==> config.mk <==
export PLATFORM = sky130hd
export DESIGN_NAME = bounded_queue_fifo
export DESIGN_NICKNAME = d
export VERILOG_FILES = /design/src/rtl/bounded_queue_fifo.sv
export SDC_FILE = /design/constraint.sdc
export NUM_CORES = 1
export LEC_CHECK = 0
export ABC_CLOCK_PERIOD_IN_PS = 12500
export CORE_MARGIN = 2
export CORE_UTILIZATION = 45
export CTS_CLUSTER_SIZE = 8
export DETAILED_ROUTE_END_ITERATION = 8
export GPL_TIMING_DRIVEN = 0
export SETUP_SLACK_MARGIN = 0.1
export SLEW_MARGIN = 20
export SYNTH_ARGS = -nofsm -noshare
export SYNTH_HDL_FRONTEND = slang
export SYNTH_SLANG_ARGS = --single-unit
==> constraint.sdc <==
create_clock -name clk -period 12.5 [get_ports clk]
set_input_delay 2.5 -clock clk [delete_from_list [all_inputs] [get_ports clk]]
set_output_delay 2.5 -clock clk [all_outputs]
set_load 0.03 [all_outputs]
==> src/rtl/bounded_queue_fifo.sv <==
// bounded_queue_fifo: synchronous bounded FIFO, up to DEPTH words of WIDTH bits.
// Behaves like an SV bounded queue (q[$:DEPTH-1]) in synthesizable form.
// Optional build macro: BQ_STREAM_REVERSE_EN presents the head word bit-reversed
// ({<<{word}}), so stored bit 0 appears on out_data[WIDTH-1].
//
// Handshake: a push occurs on a rising clk edge when in_valid && in_ready, and a
// pop occurs when out_valid && out_ready. in_ready (= !full) and out_valid
// (= !empty) are derived only from the registered count, so neither depends
// combinationally on in_valid or out_ready. A full FIFO refuses a push even when
// a pop happens on the same edge (no bypass). A pushed word reaches out_data one
// cycle after its push edge (no fall-through). flush clears pointers and count
// and overrides any push or pop on that edge.
module bounded_queue_fifo #(
   parameter int WIDTH = 32,
   parameter int DEPTH = 11,
   parameter int CW    = $clog2(DEPTH + 1)
) (
   input  logic             clk,
   input  logic             rst_n,
   input  logic             flush,
   input  logic             in_valid,
   output logic             in_ready,
   input  logic [WIDTH-1:0] in_data,
   output logic             out_valid,
   input  logic             out_ready,
   output logic [WIDTH-1:0] out_data,
   output logic [CW-1:0]    count,
   output logic             full,
   output logic             empty
);

   localparam int PW = (DEPTH > 1) ? $clog2(DEPTH) : 1;

   logic [WIDTH-1:0] mem [DEPTH];
   logic [PW-1:0]    wr_ptr;
   logic [PW-1:0]    rd_ptr;
   logic [CW-1:0]    count_q;
   logic             push;
   logic             pop;
   logic [WIDTH-1:0] head;

   // Pointers wrap DEPTH-1 -> 0 explicitly so non-power-of-two depths work.
   function automatic logic [PW-1:0] ptr_next(input logic [PW-1:0] p);
      return (p == PW'(DEPTH - 1)) ? '0 : p + PW'(1);
   endfunction

   assign full      = (count_q == CW'(DEPTH));
   assign empty     = (count_q == '0);
   assign in_ready  = !full;
   assign out_valid = !empty;
   assign count     = count_q;
   assign push      = in_valid && in_ready;
   assign pop       = out_valid && out_ready;

   // Occupancy state: pointers and count; flush wins over push and pop.
   always_ff @(posedge clk or negedge rst_n) begin
      if (!rst_n) begin
         wr_ptr  <= '0;
         rd_ptr  <= '0;
         count_q <= '0;
      end else if (flush) begin
         wr_ptr  <= '0;
         rd_ptr  <= '0;
         count_q <= '0;
      end else begin
         if (push) wr_ptr <= ptr_next(wr_ptr);
         if (pop)  rd_ptr <= ptr_next(rd_ptr);
         if (push && !pop)      count_q <= count_q + CW'(1);
         else if (pop && !push) count_q <= count_q - CW'(1);
      end
   end

   // Storage write; contents are deliberately not reset.
   always_ff @(posedge clk) begin
      if (push && !flush) mem[wr_ptr] <= in_data;
   end

   // Head word, forced to zero while empty, optionally bit-reversed.
   always_comb begin
      head     = mem[rd_ptr];
      out_data = '0;
      if (!empty) begin
`ifdef BQ_STREAM_REVERSE_EN
         for (int i = 0; i < WIDTH; i++) out_data[WIDTH-1-i] = head[i];
`else
         out_data = head;
`endif
      end
   end

endmodule

# Word level (Yosys, flattened, before mapping)
# Memory sizes are Yosys's and may differ from the RTL's.
# Index checks and enable logic that the tools add are counted.
[totals]
register_bits = 12
ramBits = 352
in_bits = 37
output_inout_bits = 40
wordCells = 37
memories = 1
[op_classes]
addsub = 4
eq_ne = 3
muxes = 12
reduce_logical = 14
[mem_list]
columns = ["memory", "words", "word_bits", "rd", "rd_clocked_by_memory_dff", "wr", "line", "source"]
rows = [
  ["mem", 11, 32, 1, 0, 1, "34", "logic [WIDTH-1:0] mem [DEPTH];"],
]
[op_table]
columns = ["operator", "count"]
rows = [
  ["$mux 4", 9],
  ["$mux 32", 1],
  ["$add 4x1->4 const B", 3],
  ["$eq 4x4->1 const B", 3],
  ["$logic_and 1x1->1", 5],
  ["$logic_not 1->1", 5],
  ["$logic_not 4->1", 1],
  ["$reduce_bool 2->1", 2],
  ["$sub 4x1->4 const B", 1],
  ["$reduce_bool 3->1", 1],
  ["$mux 1", 2],
]

# Logic depth before layout (Yosys ltp)
[logic_depth]
depth_word = 8
ltp_mapped = 9
mapped_depth_nobuf = 8

# Least setup slack after synthesis
# Ideal clock, no wire load.
[synth_timing]
kind = "in2reg"
startpoint = "in flush"
endpoint = "mem mem[5][0], enable pin"
setup_time_ps = 502
t_arrival_ps = 6066
required_time_ps = 11998
slack_ps = 5932
cell_stages = 3
path_buffers = 2
path_cell_list = "clkbuf_1 buf_1 nor4_1"
[synth_between]
elab_chain_len = 4
[synth_rtl]
columns = ["element", "line", "source"]
rows = [
  ["start, declared", "20", "input logic flush,"],
  ["$logic_not 1->1", "75", "if (push && !flush) mem[wr_ptr] <= in_data;"],
  ["$logic_and 1x1->1", "75", ""],
  ["$mux 1", "75", ""],
  ["$mux 1 (not written as such)", "75", ""],
  ["end, declared", "34", ""],
]
# Every way passes these cells.

# Worst setup path after layout
[layout_timing]
startpoint = "reg rd_ptr[1]"
endpoint = "out out_data[0]"
[layout_between]
elab_chain_len = 2
[layout_rtl]
columns = ["element", "line", "source"]
rows = [
  ["start, declared", "36", "logic [PW-1:0] rd_ptr;"],
  ["start signal, assigned", "67", "if (pop) rd_ptr <= ptr_next(rd_ptr);"],
  ["$mem_v2 11x32", "n/a", ""],
  ["$mux 32", "82", "if (!empty) begin"],
  ["end, declared", "26", "output logic [WIDTH-1:0] out_data,"],
]
# Every way passes these cells.

==> impl_metrics.yaml <==
worst_setup_path:
  crit_path_cell_trace: "buf_1 > clkbuf_1 > buf_1 > a21oi_1 > o22ai_1 > clkdlybuf4s50_1"
  crit_type: "reg2out"
  crit_required_ns: 10.00
  critPathMostFrequentCell: "sky130_fd_sc_hd__buf_1"
  critPathArrivalTime_ns: 3.83
  critical_path_buf_inv_count: 4
  slowest_delay_ns: 0.74
  worst_path_dominant_cell_family: "buffers and inverters"
  worst_setup_path_start_kind: "register"
  worst-path-stages: 6
  setup.worst_path.end_class: "output pin"
  ff2ff_path_depth: 9
  crit_path_top_delay_cell: "sky130_fd_sc_hd__clkdlybuf4s50_1"
  largest_fanout_on_the_critical_path: 10
clocking:
  max-clock-path-buffers: 3
  clock_tree.root_cell: "sky130_fd_sc_hd__clkbuf_16"
  clk_pin_slew_ns: 0.05
  clock_tree_from_tritoncts: "done"
  post-cts-setup-buffer-count: 0
  numCtsBuffers: 51
  cts-htree-levels: 2
  cts_hold_buffers: 0
  post_cts_resized: 0
  worst_skew_pair.late_latency_ns: 0.54
  clock_sink_count: 364
placed_design:
  place.gp.congestion: 0.738
  port-buffer-count: 75
  placement.cell_area_mm2: 0.0159
  post-dp-hpwl_um: 20400
  placed_cells: 1246
pwr:
  power_density_over_cell_area_mw_per_mm2: 200
  cell_internal_pwr_mw: 2.48
  peak_supply_drop_mv: 0.105
  comb_power_share_pct: 25.7
  leakage_component_of_the_power_nw: 5.57
  p_clk_share_pct: 34.7
  sw_frac_of_total_pct: 28.6
  power.switching_mw: 0.992
  power.share.sequential_pct: 39.6
synth:
  post_synthesis_cells: 735
  register_area_share_after_synthesis_pct: 76.3
  mappedNetlistNets: 777
  ys.warnings.count: 0
  postSynthRegisterBits: 364
  syn_area_per_cell_um2: 19.4
  synthesis.area_mm2: 0.0142
  yosysUniqueCellTypes: 41
layout:
  antenna_cells: 0
  finish.cell_count_without_fillers: 1309
  area_growth_syn_to_layout_pct: 21.6
  drive_gt1_share_pct: 20.1
  utilization_pct: 55.2
  layout.nets: 939
  fillerInstances: 2444
  fin_area_mm2: 0.0173
global_route:
  grt_pass1_vias: 7955
  grt_antenna_before_repair: 1
  overflow: 0
  pin_count_of_the_biggest_net_entering_global_routing: 22
  globalRouteTotalUtil_pct: 20.0
  grt_first_pass_wirelength_um: 48400
timing:
  post-route-min-period_ns: 6.33
  worst_slew_margin_rel_pct: 31.8
  setup_violations: 0
  timing.final.crit_share_pct: 50.6
  clock_skew_ns: 0.0175
  timing.final.max_slew_violations: 0
  timing_hold_violations_final: 0
  final.setup.tns_ns: 0
  rsz0062_at_grt: "no"
  timing_limited_maximum_frequency_mhz: 158
  tightestPinTransition_ns: 1.02
routing:
  detailed_route_wire_length_per_cell_um: 24.3
  detail-route-antenna-nets: 0
  detail_route.drc_violations: 0
  met3RoutedLength_um: 1740
  initialDrtViolationCount: 507
  dr.pass1.iters: 5
  wl_met1_um: 13200
  finalWirelength_um: 31900
  topmost_layer_with_routed_signal_wires: "met5"
  vias_per_cell: 5.68
  total_length_of_routed_met2_wires_um: 16000
  routed-via-count: 7433
worst_hold_path:
  min-delay-path-class: "reg2reg"
  worst_hold_path.num_cells: 2
floorplan:
  floorplan.initialDensity_pct: 45.4
  top_level_pins: 77
  floorplan.core_area_mm2: 0.0314
  die_boundary_width_um: 182
  fp.dieArea_mm2: 0.0331
  rows: 65
  die_h_um: 182
run_status:
  status: "completed"
run:
  maxCapViolations: 0
[synthesized netlist by cell type (all sizes together)]
cell type  number  area [um^2]
buf            26          123
nand2b          2         12.5
a21oi          41          205
or4             4         30.0
dfrtp          12          300
a21o            2         15.0
o22ai          32          200
or2b            1         7.51
nor2b           2         12.5
nor3           11         60.1
a2111oi         1         8.76
fa              1         20.0
a41o            1         10.0
nor4            1         6.26
nand3b          1         7.51
a32o            1         10.0
o21ai           6         30.0
nand3           1         5.00
mux2i          65          651
and2            2         12.5
nand4b          2         23.8
nor2           50          188
a221oi          1         8.76
mux4           64         1440
nand2           9         33.8
ha              4         50.1
xor2            1         8.76
clkbuf         18         67.6
nand4           2         12.5
and3b           1         8.76
edfxtp        352        10600
o41ai           1         8.76
or3             2         12.5
mux2            2         22.5
and4            1         11.3
inv            10         37.5
xnor2           2         17.5
[power by group through the flow]
stage | combinational, mW | clock [mW] | sequential (mW)
finish | 0.892 | 1.20 | 1.37
global route | 0.953 | 1.28 | 1.37
CTS | 0.907 | 1.22 | 1.37
detailed placement | 0.904 | 0 | 1.40
global placement | 0.887 | 0 | 1.40
floorplan | 0.557 | 0 | 1.40
[flip-flops by register name, indices dropped and copies added, names as in the netlist]
| name | count |
|---|---|
| count | 4 |
| mem | 352 |
| rd_ptr | 4 |
| wr_ptr | 4 |
[placed cells by master, fill, tap and decap left out, types with 4 or more instances in the layout]
cell and instances:
sky130_fd_sc_hd__clkbuf_1 26, sky130_fd_sc_hd__nand2_1 9, sky130_fd_sc_hd__dfrtp_1 12, sky130_fd_sc_hd__buf_12 5, sky130_fd_sc_hd__buf_6 7, sky130_fd_sc_hd__nor3_1 6, sky130_fd_sc_hd__clkdlybuf4s50_1 75, sky130_fd_sc_hd__nor2_4 6
sky130_fd_sc_hd__mux2i_1 65, sky130_fd_sc_hd__clkbuf_16 53, sky130_fd_sc_hd__o21ai_0 6, sky130_fd_sc_hd__or4_1 4, sky130_fd_sc_hd__inv_1 10, sky130_fd_sc_hd__nor3_2 5, sky130_fd_sc_hd__buf_1 11, sky130_fd_sc_hd__o22ai_1 32
sky130_fd_sc_hd__ha_1 4, sky130_fd_sc_hd__a21oi_1 41, sky130_fd_sc_hd__buf_4 17, sky130_fd_sc_hd__nor2_1 44, sky130_fd_sc_hd__edfxtp_1 352, sky130_fd_sc_hd__mux4_2 64, sky130_fd_sc_hd__buf_2 18
[stage by stage]
stage | hold slack [ns] | power [mW] | setup WS [ns]
after floorplan | 0.568 | 1.96 | 5.93
after global placement | 0.596 | 2.28 | 1.58
after detailed placement | 0.647 | 2.30 | 6.62
after CTS | 0.653 | 3.51 | 6.03
after global routing | 0.678 | 3.60 | 5.89
final | 0.669 | 3.47 | 6.17
[final timing paths]
path / startpoint / to / slack (ns)
setup / recovery: rd_ptr[1] / out_data[0] / 6.17
hold / removal: rd_ptr[3] / rd_ptr[3] / 0.67
setup reg to reg: count[0] / count[3] / 9.43
hold reg to reg: rd_ptr[3] / rd_ptr[3] / 0.67
max in group asynchronous: rst_n / rd_ptr[0] / 9.74
min in group asynchronous: rst_n / count[3] / 2.35
[logic make-up after synthesis]
family / share of synthesized area [%]
flip-flops: 76.3
buffers and inverters: 1.60
XOR/XNOR: 0.184
AND/OR/NAND/NOR: 3.12
AO/OA/AOI/OAI: 3.49
multiplexers: 14.8
adder cells (fa/ha/maj): 0.492
[worst register-to-register path, delay by kind of cell (launching register included)]
family / cells / cell delay [ns]
buffers and inverters: 2 / 0.58
DFF: 1 / 0.38
and+or+nand+nor: 2 / 0.34
AOI/OAI and AO/OA: 4 / 1.43
adders and majority gates: 1 / 0.30
[area by class of cell]
class | instances | area, um^2 | share of cell area [%]
Timing Repair Buffer | 109 | 1120 | 6.47
Sequential cell | 364 | 10900 | 62.7
Inverter | 10 | 37.5 | 0.217
Tap cell | 402 | 503 | 2.90
Buffer | 44 | 190 | 1.10
Multi-Input combinational cell | 317 | 3220 | 18.6
Clock inverter | 2 | 25.0 | 0.144
Clock buffer | 61 | 1360 | 7.83
[per-layer routing]
metal | global-route usage, % | vias up
met5 | 0 | -
met4 | 7.23 | 2
met3 | 3.67 | 67
met2 | 34.4 | 242
met1 | 25.6 | 3833
li1 | - | 3289
Power figures use the tool's default switching activity.
